--- src/rtl/incubator_pkg.sv ---
// Shared temperature types for the incubator datapath and its controller.
// Pure declarations: no latency, no flow control.
package incubator_pkg;

    localparam int TEMP_W = 8;

    typedef logic signed [TEMP_W-1:0] temp_t;

    typedef enum logic {
        FILL = 1'b0,
        RUN  = 1'b1
    } fsm_t;

    // |a - b| computed one bit wider so the full -128..127 span cannot wrap.
    function automatic logic [TEMP_W:0] abs_step(input temp_t a, input temp_t b);
        logic signed [TEMP_W:0] diff;
        diff = {a[TEMP_W-1], a} - {b[TEMP_W-1], b};
        return diff[TEMP_W] ? (TEMP_W+1)'(-diff) : (TEMP_W+1)'(diff);
    endfunction

endpackage

--- src/rtl/temp_sensor_filter_if.sv ---
// Raw sample strobe in, filtered temperature and status levels out.
// Wires only; the filter never stalls the sample source.
interface temp_sensor_filter_if;

    incubator_pkg::temp_t raw_temp;
    logic                 raw_valid;
    incubator_pkg::temp_t sensor;
    logic                 sensor_valid;
    logic                 sensor_update;
    logic                 sensor_fault;

    modport master (
        output raw_temp, raw_valid,
        input  sensor, sensor_valid, sensor_update, sensor_fault
    );

    modport slave (
        input  raw_temp, raw_valid,
        output sensor, sensor_valid, sensor_update, sensor_fault
    );

endinterface

--- src/rtl/sample_window.sv ---
// DEPTH-entry circular sample buffer with an exact running sum of its entries.
// Write takes effect on the next edge; no backpressure, a write is always taken.
module sample_window
    import incubator_pkg::*;
#(
    parameter int DEPTH = 4,
    parameter int SUM_W = TEMP_W + $clog2(DEPTH)
) (
    input  logic                    clk,
    input  logic                    reset,
    input  logic                    wr_i,
    input  temp_t                   din_i,
    input  logic                    clr_i,
    output temp_t                   evict_o,
    output logic signed [SUM_W-1:0] sum_o
);

    localparam int PTR_W = $clog2(DEPTH);

    temp_t                   win_q [DEPTH];
    logic [PTR_W-1:0]        wr_ptr_q;
    logic signed [SUM_W-1:0] sum_q;
    logic signed [SUM_W-1:0] sum_d;

    assign evict_o = win_q[wr_ptr_q];
    assign sum_o   = sum_q;

    // Cleared entries are zero, so subtracting the evicted entry is exact while filling.
    assign sum_d = sum_q - SUM_W'(evict_o) + SUM_W'(din_i);

    always_ff @(posedge clk) begin
        if (reset || clr_i) begin
            for (int i = 0; i < DEPTH; i++) begin
                win_q[i] <= '0;
            end
            wr_ptr_q <= '0;
            sum_q    <= '0;
        end else if (wr_i) begin
            win_q[wr_ptr_q] <= din_i;
            wr_ptr_q        <= wr_ptr_q + PTR_W'(1);
            sum_q           <= sum_d;
        end
    end

endmodule

--- src/rtl/temp_sensor_filter.sv ---
// Spike-rejecting moving average of raw temperature samples with a stream-silence fault.
// Accepted sample updates sensor one cycle later; no backpressure, every raw_valid is consumed.
module temp_sensor_filter
    import incubator_pkg::*;
#(
    parameter int DEPTH         = 4,
    parameter int MAX_STEP      = 8,
    parameter int SPIKE_PERSIST = 3,
    parameter int TIMEOUT       = 1000
) (
    input  logic                 clk,
    input  logic                 reset,
    temp_sensor_filter_if.slave  sif
);

    localparam int LOG2  = $clog2(DEPTH);
    localparam int SUM_W = TEMP_W + LOG2;
    localparam int CNT_W = LOG2 + 1;
    localparam int SP_W  = $clog2(SPIKE_PERSIST) + 1;
    localparam int TO_W  = $clog2(TIMEOUT + 1);

    localparam logic [TEMP_W:0]  STEP_LIM  = (TEMP_W+1)'(MAX_STEP);
    localparam logic [CNT_W-1:0] FILL_LAST = CNT_W'(DEPTH - 1);
    localparam logic [SP_W-1:0]  SP_LAST   = SP_W'(SPIKE_PERSIST - 1);
    localparam logic [TO_W-1:0]  TO_LAST   = TO_W'(TIMEOUT - 1);
    localparam logic [TO_W-1:0]  TO_MAX    = TO_W'(TIMEOUT);

    fsm_t             state_q,     state_d;
    logic [CNT_W-1:0] fill_cnt_q,  fill_cnt_d;
    logic [SP_W-1:0]  spike_cnt_q, spike_cnt_d;
    logic [TO_W-1:0]  to_cnt_q,    to_cnt_d;
    temp_t            sensor_q,    sensor_d;
    logic             valid_q,     valid_d;
    logic             update_q,    update_d;
    logic             fault_q,     fault_d;

    logic                    win_wr;
    logic                    win_clr;
    temp_t                   win_evict;
    logic signed [SUM_W-1:0] win_sum;
    logic signed [SUM_W-1:0] sum_new;
    temp_t                   avg;
    logic                    in_step;

    sample_window #(
        .DEPTH (DEPTH),
        .SUM_W (SUM_W)
    ) u_window (
        .clk     (clk),
        .reset   (reset),
        .wr_i    (win_wr),
        .din_i   (sif.raw_temp),
        .clr_i   (win_clr),
        .evict_o (win_evict),
        .sum_o   (win_sum)
    );

    // Average of the window as it will be after this sample is written.
    assign sum_new = win_sum - SUM_W'(win_evict) + SUM_W'(sif.raw_temp);
    assign avg     = temp_t'(sum_new >>> LOG2);
    assign in_step = abs_step(sif.raw_temp, sensor_q) <= STEP_LIM;

    always_comb begin
        state_d     = state_q;
        fill_cnt_d  = fill_cnt_q;
        spike_cnt_d = spike_cnt_q;
        to_cnt_d    = to_cnt_q;
        sensor_d    = sensor_q;
        valid_d     = valid_q;
        update_d    = 1'b0;
        fault_d     = fault_q;
        win_wr      = 1'b0;
        win_clr     = 1'b0;

        if (sif.raw_valid) begin
            to_cnt_d = '0;
            fault_d  = 1'b0;
            case (state_q)
                FILL: begin
                    win_wr     = 1'b1;
                    fill_cnt_d = fill_cnt_q + CNT_W'(1);
                    if (fill_cnt_q == FILL_LAST) begin
                        sensor_d = avg;
                        update_d = 1'b1;
                        valid_d  = 1'b1;
                        state_d  = RUN;
                    end
                end
                RUN: begin
                    if (in_step || spike_cnt_q == SP_LAST) begin
                        win_wr      = 1'b1;
                        spike_cnt_d = '0;
                        sensor_d    = avg;
                        update_d    = 1'b1;
                    end else begin
                        spike_cnt_d = spike_cnt_q + SP_W'(1);
                    end
                end
                default: state_d = FILL;
            endcase
        end else if (to_cnt_q == TO_LAST) begin
            // Stream went silent: drop the stale window, hold the last sensor value.
            to_cnt_d    = TO_MAX;
            fault_d     = 1'b1;
            valid_d     = 1'b0;
            state_d     = FILL;
            fill_cnt_d  = '0;
            spike_cnt_d = '0;
            win_clr     = 1'b1;
        end else if (to_cnt_q != TO_MAX) begin
            to_cnt_d = to_cnt_q + TO_W'(1);
        end
    end

    always_ff @(posedge clk) begin
        if (reset) begin
            state_q     <= FILL;
            fill_cnt_q  <= '0;
            spike_cnt_q <= '0;
            to_cnt_q    <= '0;
            sensor_q    <= '0;
            valid_q     <= 1'b0;
            update_q    <= 1'b0;
            fault_q     <= 1'b0;
        end else begin
            state_q     <= state_d;
            fill_cnt_q  <= fill_cnt_d;
            spike_cnt_q <= spike_cnt_d;
            to_cnt_q    <= to_cnt_d;
            sensor_q    <= sensor_d;
            valid_q     <= valid_d;
            update_q    <= update_d;
            fault_q     <= fault_d;
        end
    end

    assign sif.sensor        = sensor_q;
    assign sif.sensor_valid  = valid_q;
    assign sif.sensor_update = update_q;
    assign sif.sensor_fault  = fault_q;

endmodule

--- src/flat_wrapper.sv ---
// flat-port wrapper written by rule: the top's interface ports become plain ports
module temp_sensor_filter_flat import incubator_pkg::*;
#(
    parameter int DEPTH         = 4,
    parameter int MAX_STEP      = 8,
    parameter int SPIKE_PERSIST = 3,
    parameter int TIMEOUT       = 1000
)
  (clk, reset, sif_raw_temp, sif_raw_valid, sif_sensor, sif_sensor_valid, sif_sensor_update, sif_sensor_fault);
  temp_sensor_filter_if sif_i ();
  input  logic clk;
  input  logic reset;
  input wire logic [$bits(sif_i.raw_temp)-1:0] sif_raw_temp;
  input wire logic [$bits(sif_i.raw_valid)-1:0] sif_raw_valid;
  output wire logic [$bits(sif_i.sensor)-1:0] sif_sensor;
  output wire logic [$bits(sif_i.sensor_valid)-1:0] sif_sensor_valid;
  output wire logic [$bits(sif_i.sensor_update)-1:0] sif_sensor_update;
  output wire logic [$bits(sif_i.sensor_fault)-1:0] sif_sensor_fault;
  assign sif_i.raw_temp = sif_raw_temp;
  assign sif_i.raw_valid = sif_raw_valid;
  assign sif_sensor = sif_i.sensor;
  assign sif_sensor_valid = sif_i.sensor_valid;
  assign sif_sensor_update = sif_i.sensor_update;
  assign sif_sensor_fault = sif_i.sensor_fault;
  temp_sensor_filter #(.DEPTH(DEPTH), .MAX_STEP(MAX_STEP), .SPIKE_PERSIST(SPIKE_PERSIST), .TIMEOUT(TIMEOUT)) u_core (.clk(clk), .reset(reset), .sif(sif_i));
endmodule
--- config.mk ---
export PLATFORM = sky130hd
export DESIGN_NAME = temp_sensor_filter_flat
export DESIGN_NICKNAME = d
export VERILOG_FILES = /design/src/rtl/incubator_pkg.sv /design/src/rtl/temp_sensor_filter_if.sv /design/src/rtl/sample_window.sv /design/src/rtl/temp_sensor_filter.sv /design/src/flat_wrapper.sv
export SDC_FILE = /design/constraint.sdc
export NUM_CORES = 1
export LEC_CHECK = 0
export CAP_MARGIN = 20
export CORE_ASPECT_RATIO = 1.2
export CORE_MARGIN = 8
export CORE_UTILIZATION = 64
export DETAILED_ROUTE_END_ITERATION = 10
export MAX_ROUTING_LAYER = met4
export PLACE_DENSITY = 0.82
export SLEW_MARGIN = 15
export SYNTH_ARGS = -nofsm -noshare
export SYNTH_HDL_FRONTEND = slang
export SYNTH_SLANG_ARGS = --single-unit
--- constraint.sdc ---
create_clock -name clk -period 6.7 [get_ports clk]
set_clock_uncertainty 0.1 [all_clocks]
set_input_delay 2.01 -clock clk [delete_from_list [all_inputs] [get_ports clk]]
set_output_delay 2.01 -clock clk [all_outputs]
set_load 0.1 [all_outputs]
# Word-level counts from Yosys, hierarchy flattened
# Memories as Yosys holds them, arrays and structs flattened. A register that Yosys moved wholly into a read port is not among the register bits.
# Index checks and enable logic that the tools add are counted.
[word_totals]
mem_bits_ro = 0
input_bits = 11
ramBits = 32
regBits = 40
mem_count = 1
latch_bits = 0
[mem_list]
columns = ["name", "depth", "width", "rd", "rd_ports_with_merged_regs", "write_ports", "line_no", "text"]
rows = [
  ["u_core.u_window.win_q", 4, 8, 1, 1, 4, "sample_window.sv:20", "temp_t win_q [DEPTH];"],
]
[op_classes]
reduce_logical = 12
n_eq_ne = 9
addsub = 8
shifts = 0
mul = 0
div_mod_pow = 0
n_mux = 35
bitwise_logic = 2
n_lt_le_gt_ge = 1
[op_table]
columns = ["cell", "n"]
rows = [
  ["$mux 8", 3],
  ["$mux 10", 2],
  ["$mux 3", 6],
  ["$mux 1", 17],
  ["$pmux 8 s2", 1],
  ["$add 10x1->10 const B", 1],
  ["$add 10x8->10", 1],
  ["$eq 10x10->1 const B", 1],
  ["$ne 10x10->1 const B", 1],
  ["$sub 10x8->10", 1],
  ["$le 9x4->1 const B", 1],
  ["$mux 9", 1],
  ["$neg 9->9", 1],
  ["$sub 8x8->9", 1],
  ["$reduce_or 8->1", 1],
  ["$add 3x1->3 const B", 2],
  ["$eq 3x2->1 const B", 2],
  ["$mux 2", 3],
  ["$ne 2x1->1 const B", 3],
  ["$reduce_and 3->1", 2],
  ["$ne 2x2->1 const B", 2],
  ["$pmux 1 s2", 2],
  ["$reduce_and 2->1", 2],
  ["$reduce_bool 2->1", 2],
  ["5 further kinds", 8],
]

# Logic depth before layout (Yosys ltp)
[logic_depth]
depth_word = 13
ltp_mapped = 16
mapped_depth_nobuf = 15

# Hierarchy
# Synthesis repeated with hierarchy kept, for this count alone.
[unflattened]
hier_cells = 518
area_unflattened_um2 = 5022.3
[by_module_without_submodules]
columns = ["module", "cells_each", "instances", "seq_area_each_um2", "area_each_um2"]
rows = [
  ["sample_window", 221, 1, 1241.2, 2578.7],
  ["temp_sensor_filter", 297, 1, 560.5, 2443.6],
]

# Least setup slack after synthesis
# No wires, ideal clock.
[synth_timing]
path_kind = "input to register"
start = "input sif_raw_temp[0]"
end = "memory u_core.u_window.win_q[3][0] (netlist name), enable pin"
required_time_ns = 6.225
arrival_ns = 4.696
setup_slack_ns = 1.529
cell_stages = 14
path_buffers = 1
path_cell_list = "inv_1 ha_1 inv_1 fa_1 a211oi_1 o21bai_1 a21oi_1 xor2_1 or3b_1 o22ai_2 a21o_4 nor3_2 buf_6 a21oi_1"
[synth_rtl]
columns = ["element", "line_no", "text"]
rows = [
  ["start, declared", "flat_wrapper.sv:13", "input wire logic [$bits(sif_i.raw_temp)-1:0] sif_raw_temp;"],
  ["end, declared", "sample_window.sv:20", ""],
]

==> out/metrics.yaml <==
setup_path:
  worstSetupPathType: "in -> reg"
  path_buf_inv: 3
  reg2reg_depth: 12
  critPathSlowestCell: "nor3_2"
  r2r_slack_ps: 2670
  endpoint_kind: "flip-flop"
  r2r-end: "u_core.u_window.win_q[3][6]$_DFFE_PP_"
  crit_family: "simple AND/OR/NAND/NOR gates"
  worstPathRequired_ps: 6630
  cp_data_arrival_time_ps: 5760
  worst_path_most_repeated_cell: "inv_1"
  path_cells: "clkdlybuf4s50_1 > inv_1 > ha_1 > inv_1 > fa_1 > a211oi_1 > nor2_1 > xnor2_1 > nor4_1 > nor4_2 > and3_2 > a21o_4 > nor3_2 > a21oi_1"
  slowest_delay_ps: 600
  path_max_fanout: 13
  cp-start-kind: "input pin"
  rr_startpoint: "u_core.sif.sensor[0]$_SDFFE_PP0P_"
drt:
  drtPass1Iterations: 4
  wl_per_cell_um: 17.21
  vias: 3087
  viasPerCell: 5.717
  ant_nets: 0
  route.detailed.drc: 0
  drt-initial-drc-count: 293
  wl_um: 9291
global_routing:
  overflow: 0
  grt_pass1_wl_um: 15480
  grt_max_degree: 22
  antenna_found_initial: 0
  track_usage_pct: 21.01
  grt_pass1_vias: 3155
outcome:
  status: "complete, no violations"
logic_synthesis:
  synth-simple-area-share_pct: 16.81
  synth_fa_ha_area_share_pct: 11.88
  synth_top_area_share_pct: 22.25
  ys_ff_latch: 74
  synthXorXnorAreaFrac_pct: 4.462
  synth_nets: 476
  synth_edf_count: 32
  synthMuxAreaShare_pct: 5.390
  synthTopCellsByArea: "edfxtp_1 22%, dfxtp_1 19%, ha_1 7.2%"
  ys.flop_type: "dfxtp_1"
  syn_inst: 430
  yosysWarnings: 0
  synthesis.area_um2: 4318
  async_reset_ff_share_pct: 0
  ys_types: 61
  yosysSeqAreaShare_pct: 41.73
  syn_area_per_cell_um2: 10.04
  synth_area_leader_cell: "edfxtp_1"
  synth_compound_area_share_pct: 13.13
  synth_top_family_by_area: "simple AND/OR/NAND/NOR gates"
cts:
  htreeDepth: 3
  cts_setup_buffers: 0
  cts_tree: "built"
  ctsLongestPathBuffers: 2
  cts_sinks: 74
  cts_root_buffer: "clkbuf_8"
  post_cts_resized: 0
  numCtsBuffers: 9
  clk_pin_slew_ps: 80
  postCtsHoldBufs: 0
  clk_latency_ps: 360
sta:
  period_needed_ps: 5825
  relSlewSlack_pct: 33.91
  tns_ps: 0
  final-max-slew-violation-count: 0
  rsz0062_at_grt: "false"
  setup_viol: 0
  hold_viol: 0
  fin_crit_sh_pct: 86.93
  worstMarginPinSlew_ps: 988.2
  max_freq_mhz: 171.7
pwr:
  vdd_drop_max_mv: 0.1733
  powerDensity_nw_per_um2: 289.0
  leakagePower_nw: 1.894
  swShare_pct: 36.98
  p_int_w: 0.0008637
  combinationalPowerShare_pct: 36.3
  clkPwrFrac_pct: 24.2
  power.switching_w: 0.0005067
  pwr-share-seq_pct: 39.5
floorplanning:
  io_pins: 22
  die_h_um: 106.0
  start_util_pct: 64.55
  coreArea_um2: 6689
  fp.dieW_um: 90.98
  rows: 33
  die_area_um2: 9642
job:
  drv_cap: 0
hold_path:
  hp-start: "u_core.u_window.sum_o[1]$_SDFFE_PP0N_"
  whs_endpoint: "u_core.u_window.sum_o[1]$_SDFFE_PP0N_"
  hold_class: "reg -> reg"
  holdPathStages: 1
layout:
  final_common_cell: "inv_1"
  fin_nets: 494
  final_util_pct: 70.89
  num_antenna_cells: 0
  synthToLayoutAreaGrowth_pct: 9.823
  final_cell_mix: "54 x inv_1, 42 x dfxtp_1, 32 x nor2_1, 32 x edfxtp_1"
  drive_above_1_share_pct: 8.830
placement:
  portBuffers: 21
  hpwl_um: 7164
  gp_congestion: 0.8675
[power by group through the flow]
| stage | clock network (W) | logic, W | registers, W |
|---|---|---|---|
| floorplan | 0 | 0.000372 | 0.000552 |
| CTS | 0.000332 | 0.000493 | 0.000541 |
| detailed placement | 0 | 0.000485 | 0.000552 |
| global route | 0.000352 | 0.000555 | 0.000546 |
| global placement | 0 | 0.000473 | 0.000550 |
| finish | 0.000332 | 0.000497 | 0.000542 |
[layout make-up]
type                    count  area (um2)
flip-flops and latches     74        1802
clock inverters             7       60.06
clock buffers               9       123.9
inverters                  55       206.4
repair buffers             21       210.2
fillers                   498        1947
multi-input cells         287        2231
well taps                  87       108.9
[sequential cells by signal, indices dropped and copies added (netlist names), named ones only]
register                  cells
u_core.state_q                1
u_core.sif.sensor_valid       1
u_core.u_window.win_q        32
u_core.sif.sensor_fault       1
u_core.sif.sensor             8
u_core.u_window.wr_ptr_q      2
u_core.u_window.sum_o        10
u_core.sif.sensor_update      1
u_core.spike_cnt_q            3
u_core.fill_cnt_q             3
u_core.to_cnt_q              10
[worst register-to-register path, cell delays in order, from the launching register on]
cell and delay (ps):
dfxtp_1 430, ha_1 200, inv_1 50, fa_1 400
a211oi_1 370, nor2_1 140, xnor2_1 160, nor4_1 310
nor4_2 110, and3_2 230, a21o_4 240, nor3_2 600
a21oi_1 350
[routing by layer]
metal	track usage, %	vias to the layer above	routed length (um)
li1	-	1531	-
met1	21.37	1466	3689
met2	38.68	66	4998
met3	3.030	24	293
met4	10.08	0	310
met5	-	-	0
[logic make-up (layout without fill, tap and decap cells)]
group | after synthesis | count (layout)
simple gates | 132 | 132
fa+ha+maj | 35 | 35
xor+xnor | 22 | 22
flops | 74 | 74
compound gates | 85 | 85
mux | 13 | 13
buf+inv | 69 | 92
[worst max-delay path by stage]
stage	start	to	slack (ps)	cells after the start
floorplan	sif_raw_temp[0]	u_core.u_window.win_q[3][0]$_DFFE_PP_	1530	14
global route	sif_raw_temp[0]	u_core.u_window.win_q[3][6]$_DFFE_PP_	540	14
global placement	sif_raw_temp[0]	u_core.u_window.win_q[3][6]$_DFFE_PP_	670	14
detailed placement	sif_raw_temp[0]	u_core.u_window.win_q[3][5]$_DFFE_PP_	530	14
CTS	sif_raw_temp[0]	u_core.u_window.win_q[3][4]$_DFFE_PP_	880	14
finish	sif_raw_temp[0]	u_core.u_window.win_q[3][6]$_DFFE_PP_	880	14
[cell usage after synthesis (10+ instances only)]
cell	number
a21oi_1	26
and2_1	26
dfxtp_1	42
edfxtp_1	32
fa_1	10
ha_1	25
inv_1	54
nand2_1	18
nor2_1	32
o21ai_0	17
xnor2_1	10
xor2_1	12
[metrics by stage]
step / setup WS [ps] / instances / total power, W / cell area [um2] / hold slack, ps
after floorplan: 1529 / 430 / 0.0009244 / 4318 / 332.3
after global placement: 665.8 / 524 / 0.001023 / 4558 / 345.2
after detailed placement: 526.0 / 524 / 0.001037 / 4558 / 355.8
after CTS: 881.7 / 540 / 0.001367 / 4742 / 373.8
after global routing: 536.1 / 540 / 0.001453 / 4742 / 388.5
final: 875.4 / 540 / 0.001370 / 4742 / 376.2
No activity file was read; power rests on OpenSTA's default activity.
==> patch 1: new RTL, config.mk and constraints unchanged <==
Make the reset (`reset`) asynchronous in one clocked block.
--- a/src/rtl/temp_sensor_filter.sv
+++ b/src/rtl/temp_sensor_filter.sv
@@ -112,7 +112,7 @@
         end
     end
 
-    always_ff @(posedge clk) begin
+    always_ff @(posedge clk or posedge reset) begin
         if (reset) begin
             state_q     <= FILL;
             fill_cnt_q  <= '0;
Check against the original RTL: not equivalent (a bounded check fails within 10 cycles, from zero or initial values and one cycle with reset high; the reset may be asserted at any time).
==> patch 1 against the original RTL <==
Worst setup slack worse by 0.064 ns; via count up 1.0%; wire length fell by 1.8%; critical path type unchanged; sequential cell count is the same; design area increased by 2.7%; synthesized area grew 0.70%; sequential share of layout area grew 1.9 points.
Power is not compared: it rests on default switching activity, and its combinational part moved more than twofold at a synthesized area within 25%.
==> patch 1: results <==
set metrics [dict create \
    final_nets 475 \
    wl_per_cell_um 17.5 \
    grt_pass1_vias 3210 \
    placed_area_sq_um 4660 \
    drt_pass1_iterations 5 \
    portBuffers 21 \
    synthesis.nets 453 \
    crit_start "sif_raw_temp[0]" \
    hold_buffers 0 \
    drt_iter0_markers 218 \
    clkTransAtPathRegs_ns 0.08 \
    status "finished clean" \
    ys_warn_count 0 \
    largest-register "u_core.u_window.win_q" \
    worst_path_max_delay_cell "o21ai_1" \
    r2r-end "u_core.sif.sensor[7]" \
    drive_gt1_share_pct 11.3 \
    synth_edf_count 32 \
    path_max_fanout 16 \
    cts-buffers-inserted 9 \
    synth.distinct_cells 53 \
    place_hpwl_mm 6.76 \
    yosys-top-cells-count "inv_1, edfxtp_1, nor2_1" \
    grt.total_usage_pct 20.4 \
    rrSetupSlack_ns 2.57 \
    ir_drop_v 0.000338 \
    grt_max_degree 37 \
    antenna_cells 0 \
    gp_congestion 0.880 \
    max_slew.worst_pin.slew_ns 0.989 \
    grt_first_pass_wirelength_mm 15.3 \
    post-cts-setup-buffers 0 \
    arrival_ns 5.77 \
    crit_path_end "u_core.u_window.win_q[2][0]" \
    clkLatencyLatePin_ns 0.35 \
    antenna_found_initial 0 \
    leakagePower_nw 2.05 \
    htreeDepth 3 \
    seq_area_frac_synth_pct 44.7 \
    ys_top_cells_by_area "edfxtp_1, dfrtp_1, ha_1" \
    num_vias 3119 \
    async_reset_ff_share_pct 37.8 \
    hold_class "flip-flop to flip-flop" \
    cts_root_buf "clkbuf_8" \
    cts_resized 0 \
    cp_slowest_stage_delay_ns 0.62 \
    cts_max_path_buffers 2 \
    largest_reg_flops 32 \
    r2r_cells 13 \
    min_from "u_core.u_window.sum_o[1]" \
]
## patch 1: changes by cell type after synthesis, moves of 6 or more
cell,unedited run,this run
dfrtp_1,0,28
dfxtp_1,42,14
and2_1,26,0
nor3_1,8,24
a21oi_1,26,18
a32o_1,0,8
mux2_2,2,9
nor4_1,2,9
a22o_1,6,0
o21ai_0,17,11
or3_1,7,1
xnor2_1,10,16
## patch 1: worst min-delay path by stage
stage | depth (start not counted) | end
global route | 1 | u_core.u_window.sum_o[1]
global placement | 2 | u_core.u_window.sum_o[6]
CTS | 1 | u_core.u_window.sum_o[1]
floorplan | 2 | u_core.u_window.sum_o[6]
finish | 1 | u_core.u_window.sum_o[1]
detailed placement | 2 | u_core.u_window.sum_o[6]
## patch 1: cell families after synthesis
| group | Yosys count | share of synthesized area, % |
|---|---|---|
| and+or+nand+nor | 109 | 13.0 |
| DFF | 74 | 44.7 |
| xor gates and xnor gates | 26 | 5.24 |
| buffers and inverters | 72 | 6.56 |
| adders and majority gates | 35 | 11.8 |
| muxes | 20 | 7.17 |
| AOI/OAI and AO/OA | 71 | 11.6 |
## patch 1: final cells by class
type | instances | area, sq um
Sequential cell | 74 | 1940
Clock inverter | 7 | 86.3
Clock buffer | 9 | 124
Fill cell | 466 | 1820
Inverter | 55 | 206
Timing Repair Buffer | 28 | 283
Tap cell | 87 | 109
Multi-Input combinational cell | 261 | 2120
## patch 1: worst max-delay path, delay by kind of cell
kind            cells  cell delay, ns
fa+ha+maj           2            0.59
simple gates        1            0.31
compound gates      7            2.18
buf+inv             3            0.65
## patch 1: layer usage
| metal | vias up | track usage (%) | wire (um) |
|---|---|---|---|
| li1 | 1487 | - | - |
| met1 | 1515 | 21.5 | 3480 |
| met2 | 91 | 36.0 | 4910 |
| met3 | 26 | 3.24 | 398 |
| met4 | 0 | 10.9 | 341 |
| met5 | - | - | 0 |
## patch 1: report_power, final
group / total [W] / leakage [nW] / internal, W / switching, W
clock network: 0.000362 / 0.104 / 0.000180 / 0.000183
logic: 0.00145 / 1.15 / 0.000559 / 0.000892
registers: 0.000680 / 0.803 / 0.000592 / 0.0000882
## patch 1: through the flow
| stage | cells | power (W) | hold WS (ns) | worst slack, ns |
|---|---|---|---|---|
| 4_1_cts | 521 | 0.00250 | 0.393 | 0.856 |
| 2_1_floorplan | 407 | 0.00180 | 0.338 | 1.30 |
| 6_report | 521 | 0.00249 | 0.395 | 0.811 |
| 5_1_grt | 521 | 0.00268 | 0.416 | 0.520 |
| 3_3_place_gp | 504 | 0.00206 | 0.347 | 0.702 |
| 3_5_place_dp | 505 | 0.00213 | 0.362 | 0.498 |
==> patch 2: new RTL, same flow settings <==
Made on the original files. `DEPTH` is set to 4 in 3 places; all go to 2.
--- a/src/rtl/sample_window.sv
+++ b/src/rtl/sample_window.sv
@@ -3,7 +3,7 @@
 module sample_window
     import incubator_pkg::*;
 #(
-    parameter int DEPTH = 4,
+    parameter int DEPTH = 2,
     parameter int SUM_W = TEMP_W + $clog2(DEPTH)
 ) (
     input  logic                    clk,
--- a/src/rtl/temp_sensor_filter.sv
+++ b/src/rtl/temp_sensor_filter.sv
@@ -3,7 +3,7 @@
 module temp_sensor_filter
     import incubator_pkg::*;
 #(
-    parameter int DEPTH         = 4,
+    parameter int DEPTH         = 2,
     parameter int MAX_STEP      = 8,
     parameter int SPIKE_PERSIST = 3,
     parameter int TIMEOUT       = 1000
--- a/src/flat_wrapper.sv
+++ b/src/flat_wrapper.sv
@@ -1,7 +1,7 @@
 // flat-port wrapper written by rule: the top's interface ports become plain ports
 module temp_sensor_filter_flat import incubator_pkg::*;
 #(
-    parameter int DEPTH         = 4,
+    parameter int DEPTH         = 2,
     parameter int MAX_STEP      = 8,
     parameter int SPIKE_PERSIST = 3,
     parameter int TIMEOUT       = 1000
Function: changed (a bounded check fails within 4 cycles, from zero or initial values and one cycle with reset high).
==> patch 2 against the original RTL <==
Via count is 14% lower; design area is 20% lower; power is 2.4% lower; sequential cell count is 20 lower; wire length is 24% lower; sequential share of layout area is 5.4 points lower; worst setup slack better by 0.16 ns; synthesized area is 19% lower.
==> patch 2: results <==
set metrics [dict create \
    p_switching_w 0.000590 \
    clkLatencyLatePin_ns 0.32 \
    area_delta_synth_final_pct 8.79 \
    final_nets 444 \
    leakagePower_nw 1.55 \
    max-slew-margin-rel_pct 34.4 \
    seq_area_frac_synth_pct 35.4 \
    ir_drop_v 0.000185 \
    grt_first_pass_wirelength_mm 11.9 \
    wl_mm 7.03 \
    nFillCells 437 \
    globalRouteMet1Util_pct 19.7 \
    grt.total_usage_pct 18.2 \
    status "finished clean" \
    drive_gt1_share_pct 7.71 \
    largest_reg_flops 16 \
    cts-buffers-inserted 5 \
    yosys-top-cells-count "inv_1, dfxtp_1, nor2_1" \
    synth_edf_count 16 \
    gp_congestion 0.908 \
    synth.distinct_cells 53 \
    arrival_ns 5.51 \
    drt_iter0_markers 227 \
    synthesis.nets 428 \
    globalRouteMet2Util_pct 31.2 \
    place_hpwl_mm 5.47 \
    grt.met3_usage_pct 3.94 \
]
[patch 2: changes by cell type after synthesis, sizes merged, moves of 5 or more]
cell    delta
a211oi     +5
a21oi      -5
a22o       -5
and2      -18
edfxtp    -16
mux2       +8
mux2i      +7
mux4       -8
nor2       +7
nor4       +5
o21ai     -10
o31ai      +5
[patch 2: through the flow]
step	utilization [%]	std cells	hold WS [ns]
after global routing	71.9	464	0.385
after detailed placement	70.4	456	0.343
after floorplan	-	385	0.352
after CTS	71.9	464	0.357
after global placement	70.4	456	0.336
final	71.9	464	0.356
[patch 2: path summary, 6_finish.rpt]
check | start | end | slack (ns)
setup / recovery | sif_raw_temp[0] | u_core.u_window.win_q[0][0] | 1.03
hold / removal | u_core.sif.sensor_fault | u_core.sif.sensor_fault | 0.36
setup reg to reg | u_core.sif.sensor[0] | u_core.u_window.win_q[0][0] | 2.93
hold reg to reg | u_core.sif.sensor_fault | u_core.sif.sensor_fault | 0.36
[patch 2: cell type report]
class	instances	area share, %
clock buffers	7	2.00
clock inverters	1	0.164
inverters	54	5.32
multi-input cells	261	51.6
flip-flops and latches	54	32.6
well taps	62	2.04
repair buffers	25	6.30
[patch 2: kinds of logic (layout without fill, tap and decap cells)]
logic type	after synthesis	count (layout)	share of synthesized area [%]
buffers and inverters	70	87	8.43
xor gates and xnor gates	22	22	5.50
adders and majority gates	32	32	13.4
muxes	20	20	6.07
AOI/OAI and AO/OA	65	65	13.0
and+or+nand+nor	122	122	18.2
DFF	54	54	35.4
[patch 2: per-layer routing]
metal,wire [um],vias to the layer above,part of all wire (%)
met5,0,-,0
met4,193,0,2.7
met3,298,13,4.2
met2,3530,54,50
met1,3010,1246,43
li1,-,1338,-
[patch 2: critical path, cell delays in order]
cell and delay, ns:
clkdlybuf4s50_1 0.46, inv_1 0.11, ha_1 0.19, inv_1 0.06, fa_1 0.41, a211oi_2 0.31
nor2_1 0.13, and3_1 0.21, o21ai_2 0.21, a211oi_1 0.12, a211oi_2 0.24, a41oi_2 0.30
o21bai_1 0.76
[patch 2: power by group through the flow]
stage	Sequential [W]	Clock, W	Combinational (W)
2_1_floorplan	0.000493	0	0.000513
3_3_place_gp	0.000419	0	0.000720
3_5_place_dp	0.000421	0	0.000743
4_1_cts	0.000413	0.000185	0.000748
5_1_grt	0.000419	0.000195	0.000821
6_report	0.000413	0.000180	0.000745
